==> src/rtl/config_bitstream_loader_pkg.sv <==
// Shared types and defaults for the configuration bitstream loader.
// Latency: n/a (definitions only).
// Backpressure: n/a (definitions only).
package config_bitstream_loader_pkg;

  // Default configuration word width: 8 IO groups x 2 select bits.
  localparam int IO_GROUPS       = 8;
  localparam int DEF_WORD_W      = IO_GROUPS * 2;
  localparam int DEF_ACK_TIMEOUT = 8;

  typedef enum logic [2:0] {
    IDLE     = 3'd0,
    SETUP    = 3'd1,
    SHIFT    = 3'd2,
    WAIT_ACK = 3'd3,
    DONE     = 3'd4,
    ERR      = 3'd5
  } state_e;

endpackage

==> src/rtl/config_bitstream_loader.sv <==
// Serialises one configuration word LSB-first into the IO chain and waits for its acknowledge.
// Latency: start to done is 1 + WORD_W + (1..ACK_TIMEOUT) + 1 cycles, minimum WORD_W+3.
// Backpressure: start is only accepted in IDLE or ERR; it is ignored while a load is in flight.
module config_bitstream_loader
  import config_bitstream_loader_pkg::*;
#(
  parameter int WORD_W      = DEF_WORD_W,
  parameter int ACK_TIMEOUT = DEF_ACK_TIMEOUT
) (
  input  logic              clk,
  input  logic              reset,
  input  logic              start,
  input  logic [WORD_W-1:0] cfg_word,
  output logic              prgm_b,
  output logic              io_prgm_b,
  output logic              io_prgm_b_in,
  output logic              bit_out,
  input  logic              io_prgm_b_out,
  output logic              busy,
  output logic              done,
  output logic              err
);

  localparam int CNT_W  = $clog2(WORD_W) + 1;
  localparam int WAIT_W = $clog2(ACK_TIMEOUT) + 1;
  localparam logic [CNT_W-1:0]  LAST_BIT  = CNT_W'(WORD_W - 1);
  localparam logic [WAIT_W-1:0] LAST_WAIT = WAIT_W'(ACK_TIMEOUT - 1);

  state_e              state_q, state_d;
  logic [WORD_W-1:0]   shift_q, shift_d;
  logic [CNT_W-1:0]    bit_cnt_q, bit_cnt_d;
  logic [WAIT_W-1:0]   wait_cnt_q, wait_cnt_d;
  logic                ack_seen_q, ack_seen_d;

  logic prgm_b_q, prgm_b_d;
  logic io_prgm_b_q, io_prgm_b_d;
  logic io_prgm_b_in_q, io_prgm_b_in_d;
  logic bit_out_q, bit_out_d;
  logic busy_q, busy_d;
  logic done_q, done_d;
  logic err_q, err_d;

  // Next-state, datapath and output decode; outputs follow the state being entered so they register in step with it.
  always_comb begin
    state_d    = state_q;
    shift_d    = shift_q;
    bit_cnt_d  = bit_cnt_q;
    wait_cnt_d = wait_cnt_q;
    ack_seen_d = ack_seen_q;

    case (state_q)
      IDLE, ERR: begin
        if (start) begin
          shift_d    = cfg_word;
          bit_cnt_d  = '0;
          wait_cnt_d = '0;
          ack_seen_d = 1'b0;
          state_d    = SETUP;
        end
      end
      SETUP: begin
        if (io_prgm_b_out) ack_seen_d = 1'b1;
        state_d = SHIFT;
      end
      SHIFT: begin
        // An early acknowledge is remembered so WAIT_ACK can exit immediately.
        if (io_prgm_b_out) ack_seen_d = 1'b1;
        shift_d = shift_q >> 1;
        if (bit_cnt_q == LAST_BIT) begin
          state_d = WAIT_ACK;
        end else begin
          bit_cnt_d = bit_cnt_q + CNT_W'(1);
        end
      end
      WAIT_ACK: begin
        if (io_prgm_b_out || ack_seen_q) begin
          state_d = DONE;
        end else if (wait_cnt_q == LAST_WAIT) begin
          state_d = ERR;
        end else begin
          wait_cnt_d = wait_cnt_q + WAIT_W'(1);
        end
      end
      DONE: begin
        state_d = IDLE;
      end
      default: begin
        state_d = IDLE;
      end
    endcase

    prgm_b_d       = 1'b1;
    io_prgm_b_d    = 1'b0;
    io_prgm_b_in_d = 1'b0;
    bit_out_d      = 1'b0;
    busy_d         = 1'b0;
    done_d         = 1'b0;
    err_d          = 1'b0;

    case (state_d)
      SETUP: begin
        prgm_b_d    = 1'b0;
        io_prgm_b_d = 1'b1;
        busy_d      = 1'b1;
      end
      SHIFT: begin
        prgm_b_d       = 1'b0;
        io_prgm_b_d    = 1'b1;
        io_prgm_b_in_d = 1'b1;
        bit_out_d      = shift_d[0];
        busy_d         = 1'b1;
      end
      WAIT_ACK: begin
        prgm_b_d    = 1'b0;
        io_prgm_b_d = 1'b1;
        busy_d      = 1'b1;
      end
      DONE: begin
        done_d = 1'b1;
        busy_d = 1'b1;
      end
      ERR: begin
        err_d = 1'b1;
      end
      default: begin
      end
    endcase
  end

  // State, counters, shift register and registered outputs; reset wins over any request.
  always_ff @(posedge clk) begin
    if (reset) begin
      state_q        <= IDLE;
      shift_q        <= '0;
      bit_cnt_q      <= '0;
      wait_cnt_q     <= '0;
      ack_seen_q     <= 1'b0;
      prgm_b_q       <= 1'b1;
      io_prgm_b_q    <= 1'b0;
      io_prgm_b_in_q <= 1'b0;
      bit_out_q      <= 1'b0;
      busy_q         <= 1'b0;
      done_q         <= 1'b0;
      err_q          <= 1'b0;
    end else begin
      state_q        <= state_d;
      shift_q        <= shift_d;
      bit_cnt_q      <= bit_cnt_d;
      wait_cnt_q     <= wait_cnt_d;
      ack_seen_q     <= ack_seen_d;
      prgm_b_q       <= prgm_b_d;
      io_prgm_b_q    <= io_prgm_b_d;
      io_prgm_b_in_q <= io_prgm_b_in_d;
      bit_out_q      <= bit_out_d;
      busy_q         <= busy_d;
      done_q         <= done_d;
      err_q          <= err_d;
    end
  end

  assign prgm_b       = prgm_b_q;
  assign io_prgm_b    = io_prgm_b_q;
  assign io_prgm_b_in = io_prgm_b_in_q;
  assign bit_out      = bit_out_q;
  assign busy         = busy_q;
  assign done         = done_q;
  assign err          = err_q;

endmodule

==> config.mk <==
export PLATFORM = sky130hd
export DESIGN_NAME = config_bitstream_loader
export DESIGN_NICKNAME = d
export VERILOG_FILES = /design/src/rtl/config_bitstream_loader_pkg.sv /design/src/rtl/config_bitstream_loader.sv
export SDC_FILE = /design/constraint.sdc
export NUM_CORES = 1
export LEC_CHECK = 0
export ABC_AREA = 1
export CAP_MARGIN = 15
export CELL_PAD_IN_SITES_DETAIL_PLACEMENT = 2
export CELL_PAD_IN_SITES_GLOBAL_PLACEMENT = 2
export CORE_AREA = 2 2 79 81
export DETAILED_ROUTE_END_ITERATION = 10
export DIE_AREA = 0 0 81 83
export PLACE_DENSITY = 0.86
export SYNTH_ARGS = -nofsm -noshare
export SYNTH_HDL_FRONTEND = slang
export SYNTH_SLANG_ARGS = --single-unit
==> constraint.sdc <==
create_clock -name clk -period 1.6 [get_ports clk]
set_input_delay 0.16 -clock clk [delete_from_list [all_inputs] [get_ports clk]]
set_output_delay 0.16 -clock clk [all_outputs]
set_load 0.01 [all_outputs]
After elaboration in Yosys (flattened, before gate mapping)
Cells that the tools add are included.

word-level totals
  register bits after elaboration = 36
  bits of input ports = 20
  output and inout port bits = 7
  word-level logic and storage cells = 69

operators by class
  $add $sub $neg = 2
  eq/ne operators = 16
  mux-type cells = 23
  bitwise operators = 1
  reductions and logical operators = 14

operators with widths
  operator               number
  $pmux W16 S2           1
  $mux W16               1
  $eq A3 B2 Y1 const B   4
  $mux W3                4
  $mux W4                3
  $pmux W3 S4            1
  $mux W5                2
  $pmux W5 S2            1
  $eq A3 B3 Y1 const B   3
  $mux W1                8
  $ne A2 B2 Y1 const B   4
  $pmux W4 S2            1
  $eq A3 B1 Y1 const B   2
  $reduce_and A3 Y1      2
  $reduce_bool A2 Y1     3
  $reduce_or A2 Y1       3
  $add A5 B1 Y5 const B  1
  $eq A5 B4 Y1 const B   1
  $add A4 B1 Y4 const B  1
  $eq A4 B3 Y1 const B   1
  $reduce_and A4 Y1      1
  $reduce_or A4 Y1       1
  $logic_not A3 Y1       1
  $reduce_or A3 Y1       1
  other kinds (5)        5

Logic depth before layout (Yosys ltp)
  word-level depth = 7
  mapped depth = 11
  depth with buffers taken out = 11

Worst setup path before layout
OpenSTA, ideal clock, no wires.

  path kind = register -> register
  start point = register bit_cnt_q[0]
  end point = register bit_cnt_q[1]
  setup time = 116 ps
  data arrival time = 1305 ps
  required time = 1484 ps
  path slack = 179 ps
  stages on the path, launching flop included = 12
  buffers on the path = 0
  period minus slack after synthesis = 1421 ps
  cell sequence = dfxtp_1 -> ha_1 -> nand2_1 -> nor2_1 -> ha_1 -> inv_1 -> nor2_1 -> nor2_2 -> nand2_2 -> inv_2 -> nor2_1 -> nor2_1

between the ends
  word-level cells in the longest chain between the ends = 3
  elaborated cells between the ends (all ways) = 6
  those cells by class = add/sub: 1; eq/ne: 2; mux: 2; reduce/logical: 1

ends and longest elaborated chain
  item                                                     line                                                          RTL
  start, declared                                          config_bitstream_loader.sv:31                                 logic [CNT_W-1:0] bit_cnt_q, bit_cnt_d;
  start signal, assigned                                   config_bitstream_loader.sv:148                                bit_cnt_q <= bit_cnt_d;
  $add A5 B1 Y5 / $eq A5 B4 Y1 (equally long branches)     config_bitstream_loader.sv:72, config_bitstream_loader.sv:69
  $mux W5 / $ne A2 B2 Y1 (equally long branches)           -
  $pmux W5 S2 / $reduce_and A3 Y1 (equally long branches)  -

Parallel ways exist; a longest one is shown, timed or not. The select of a mux whose other input is x is not followed.
A chain may end at the register's enable or synchronous reset.

Final worst setup path
  start point = register bit_cnt_q[1]
  end point = register bit_out_q, in the netlist bit_out

between the ends
  word-level cells in the longest chain between the ends = 6

ends and longest elaborated chain
  item                               line                            RTL
  $eq A5 B4 Y1                       config_bitstream_loader.sv:69   if (bit_cnt_q == LAST_BIT) begin
  $mux W3                            config_bitstream_loader.sv:69
  $pmux W3 S4                        config_bitstream_loader.sv:51   case (state_q)
  $eq A3 B2 Y1                       config_bitstream_loader.sv:100  case (state_d)
  $not A1 Y1 (no source line)        -
  $reduce_or A2 Y1 (no source line)  -
  end signal, assigned               config_bitstream_loader.sv:154  bit_out_q <= bit_out_d;
  end, declared                      config_bitstream_loader.sv:38   logic bit_out_q, bit_out_d;

No other way between the ends.

==> summary.md <==
| Metric | Value |
|---|---|
| Port Buf Inserts | `26` |
| Full die area | `between 6000 and 7000 um^2` |
| Sum of overflow across all layers after global routing | `0` |
| Top post-synthesis cells by count | `sky130_fd_sc_hd__nand2_1 (63), sky130_fd_sc_hd__dfxtp_1 (36), sky130_fd_sc_hd__a21oi_1 (23)` |
| Die span in x | `81 um` |
| Kind of start point of the critical path | `flip-flop` |
| DIE HEIGHT | `around 83 um` |
| Final setup vio count | `0` |
| Final worst-path cycle share | `0.957` |
| Count of flip-flops with a built-in enable after synthesis | `0` |
| Transition time at the pin with the least slew margin | `approximately 0.41 ns` |
| Estimated wirelength of the detail-placed design | `between 3000 and 4000 um` |
| Maximum level of the CTS H-tree | `2` |
| Setup repair after global routing missed its margin | `yes` |
| Clock transition at the registers of the reported paths | `0.08 ns` |
| Hold Worst Slack | `around 0.45 ns` |
| Ys Warns | `0` |
| Diode count | `0` |
| Number of DRC violations after detailed-routing iteration 0 | `24` |
| Post-Syn Area | `approximately 1700 um^2` |
| Static leakage | `roughly 0.88 nW` |
| Overall global routing resource usage | `0.155` |
| Most used DFF post-synth | `sky130_fd_sc_hd__dfxtp_1` |
| Path depth of the worst reg2reg path | `10` |
| Most repeated library cell on the critical path | `sky130_fd_sc_hd__nor2_2` |
| Fraction of final layout cells with drive strength greater than 1 | `0.160` |
| Post-route standard cell area excluding fillers | `about 2200 um^2` |
| Number of hold violations in the final report | `0` |
| Share of flip-flops with an asynchronous set or reset | `0` |
| Result of the run | `complete, no violations` |
| Pins over their slew limit | `0` |
| Netlist cell types | `28` |
| Worst relative slew slack | `0.725` |
| Peak VDD IR | `approximately 440 uV` |
| Most instantiated library cell after synthesis | `sky130_fd_sc_hd__nand2_1` |
| Via count of the first global-routing pass | `between 1,500 and 2,000` |
| Wire length of the first global-routing pass | `8160 um` |
| Post-Synthesis Cells | `between 200 and 250` |
| Max Cap Violations | `0` |
| Type of element capturing the critical path | `flip-flop` |
| Number of antenna violations at the first check in global routing | `0` |
| FF+latch count, synth | `36` |
| I/O pin count | `27` |
| Area added between synthesis and finish | `28.6%` |
| Effective utilization at floorplan | `0.292` |
| Clock tree from TritonCTS | `done` |
| Startpoint of the worst-slack reg-to-reg timing path | `bit_cnt_q[1]` |
| Dominant cell type by area after synthesis | `sky130_fd_sc_hd__dfxtp_1` |
| Min-delay worst type | `in -> reg` |
| Core Rows | `28` |
| Cell type of the slowest stage on the worst timing path | `sky130_fd_sc_hd__dfxtp_2` |
| Arrival @ worst endpoint | `~1.8 ns` |
| Syn nets | `about 250` |
| Top cells by area in the synthesized netlist | `sky130_fd_sc_hd__dfxtp_1 (43%), sky130_fd_sc_hd__nand2_1 (14%), sky130_fd_sc_hd__a21oi_1 (6.8%)` |
| Maximum number of pins on one net before global-route repair | `22` |
| Instance count along the most critical hold path | `3` |
| Clock latency at the later pin of the worst-skew pair | `0.29 ns` |
| Clk sinks | `36` |
| DR DRC count | `0` |
| Weighted congestion reported at the end of routability-driven placement | `approximately 0.74` |
| CORE AREA | `approximately 5800 um^2` |
| Via count | `~1,600` |
| Fraction of the yosys area taken by sequential cells | `0.425` |
| CP Cell Sequence | `ha_4, nand2_2, nor2_2, ha_1, inv_1, nor2_2, a21oi_1, nand2_1, nor2_1, and2_1` |
| Critical path required time | `around 1.8 ns` |
| Final nets | `about 290` |
| Longest Clk Path Bufs | `2` |
| Final min period | `between 1.5 and 2 ns` |
| Share of Yosys cell area claimed by the top area cell type | `0.425` |
| Longest individual stage delay on the worst path | `about 0.35 ns` |
| Number of buffers created by CTS | `5` |
| Avg Inst Size Synth | `~7.4 um^2` |
| Clock skew after layout | `~0.0064 ns` |
| Terminus of the critical flop-to-flop path | `bit_out` |
| Setup slack, reg-to-reg | `a little under 0.07 ns` |
| Critical-path maximum fanout | `4` |
| Antenna violation net count after detailed routing | `0` |
| Classification of the worst setup path | `reg -> reg` |
| DRT Wirelength | `approximately 4900 um` |
| Avg Vias per Cell | `about 4.7` |
| Total placed instance area | `slightly above 2000 um^2` |
| Clock root cell | `sky130_fd_sc_hd__clkbuf_8` |
| Pwr Density | `1040 nW/um^2` |
| Min-Delay Endpoint | `shift_q[15]` |
| Maximum clock frequency | `between 0.6 and 0.7 GHz` |
| Detail-routed net length per standard cell | `~15 um` |
| Detailed Routing Iterations Pass 1 | `3` |
| Worst hold start | `cfg_word[15]` |
==> final cells by class <==
| class | instances | area, um^2 |
|---|---|---|
| multi-input cells | 161 | 848 |
| fillers | 694 | 3630 |
| clock inverters | 3 | 18.8 |
| flip-flops and latches | 36 | 726 |
| well taps | 75 | 93.8 |
| clock buffers | 5 | 68.8 |
| repair buffers | 34 | 333 |
| inverters | 24 | 92.6 |
==> critical path: cells and delay by family (launching register included) <==
family | cells | cell delay, ns
DFF | 1 | 0.35
AOI/OAI and AO/OA | 1 | 0.12
and+or+nand+nor | 6 | 0.61
buffers and inverters | 1 | 0.06
adders and majority gates | 2 | 0.33
==> cell usage in the layout (no fill, tap or decap), types with 2 or more instances in the layout <==
cell	count
sky130_fd_sc_hd__nand2_1	62
sky130_fd_sc_hd__dfxtp_2	4
sky130_fd_sc_hd__inv_1	19
sky130_fd_sc_hd__o21ai_0	8
sky130_fd_sc_hd__nand2_2	4
sky130_fd_sc_hd__nor3_1	2
sky130_fd_sc_hd__inv_2	4
sky130_fd_sc_hd__a21boi_0	4
sky130_fd_sc_hd__clkdlybuf4s50_1	26
sky130_fd_sc_hd__a21oi_1	23
sky130_fd_sc_hd__clkinv_2	2
sky130_fd_sc_hd__a21boi_1	10
sky130_fd_sc_hd__buf_4	7
sky130_fd_sc_hd__ha_1	2
sky130_fd_sc_hd__nor2_1	19
sky130_fd_sc_hd__nor2_2	4
sky130_fd_sc_hd__clkbuf_8	5
sky130_fd_sc_hd__nand2_4	4
sky130_fd_sc_hd__nand3_1	9
sky130_fd_sc_hd__dfxtp_1	32
==> routing by layer <==
layer  up-vias  global-route usage  part of all wire
met5         -                   0                 0
met4         0              0.0478             0.013
met3         6              0.0380             0.033
met2        23               0.263              0.52
met1       777               0.190              0.44
li1        794                   -                 -
==> state kept, by name, summed over array words and instances (netlist names) <==
name / flops
io_prgm_b: 1
bit_cnt_q: 5
bit_out: 1
done: 1
state_q: 3
prgm_b: 1
wait_cnt_q: 4
shift_q: 16
err: 1
ack_seen_q: 1
busy: 1
io_prgm_b_in: 1
==> power by group <==
group	leakage, nW	internal [mW]	switching, mW	total (mW)
logic	0.536	0.233	0.339	0.571
registers	0.296	0.983	0.0609	1.04
clock network	0.0479	0.304	0.352	0.656
==> cell families (layout without fill, tap and decap cells) <==
family / count (synthesis) / after routing / share of synthesized area
and+or+nand+nor: 110 / 110 / 0.295
AOI/OAI and AO/OA: 46 / 46 / 0.156
DFF: 36 / 36 / 0.425
buffers and inverters: 31 / 66 / 0.0908
adders and majority gates: 3 / 3 / 0.0221
xor gates and xnor gates: 2 / 2 / 0.0103
==> what timing repair did <==
| action | in CTS | in global routing |
|---|---|---|
| pin swaps | 0 | 3 |
| endpoints found under the setup margin | 6 | 9 |
| buffers inserted | 0 | 1 |
| hold buffers | 0 | 0 |
| hold endpoints to repair | 0 | 0 |
| resized for setup | 2 | 9 |
==> how the worst max path moves through the flow <==
stage / startpoint / endpoint / slack, ns / cells after the start
after floorplan: bit_cnt_q[0] / bit_cnt_q[1] / 0.18 / 11
after global placement: bit_cnt_q[1] / bit_cnt_q[4] / 0.08 / 11
after detailed placement: bit_cnt_q[1] / bit_cnt_q[4] / -0.03 / 11
after CTS: bit_cnt_q[0] / bit_cnt_q[4] / 0.002 / 11
after global routing: bit_cnt_q[1] / bit_out / -0.08 / 10
final: bit_cnt_q[1] / bit_out / 0.07 / 10
==> per-stage QoR <==
| stage | std cells | utilization | worst slack, ns | total power, mW | TNS [ns] |
|---|---|---|---|---|---|
| 2_1_floorplan | 228 | - | 0.179 | 1.43 | 0 |
| 3_3_place_gp | 329 | 0.353 | 0.0791 | 1.59 | 0 |
| 3_5_place_dp | 329 | 0.353 | -0.0288 | 1.62 | -0.0820 |
| 4_1_cts | 337 | 0.369 | 0.00203 | 2.29 | 0 |
| 5_1_grt | 338 | 0.375 | -0.0792 | 2.42 | -0.173 |
| 6_report | 338 | 0.375 | 0.0694 | 2.27 | 0 |
No activity file was read; power rests on OpenSTA's default activity.
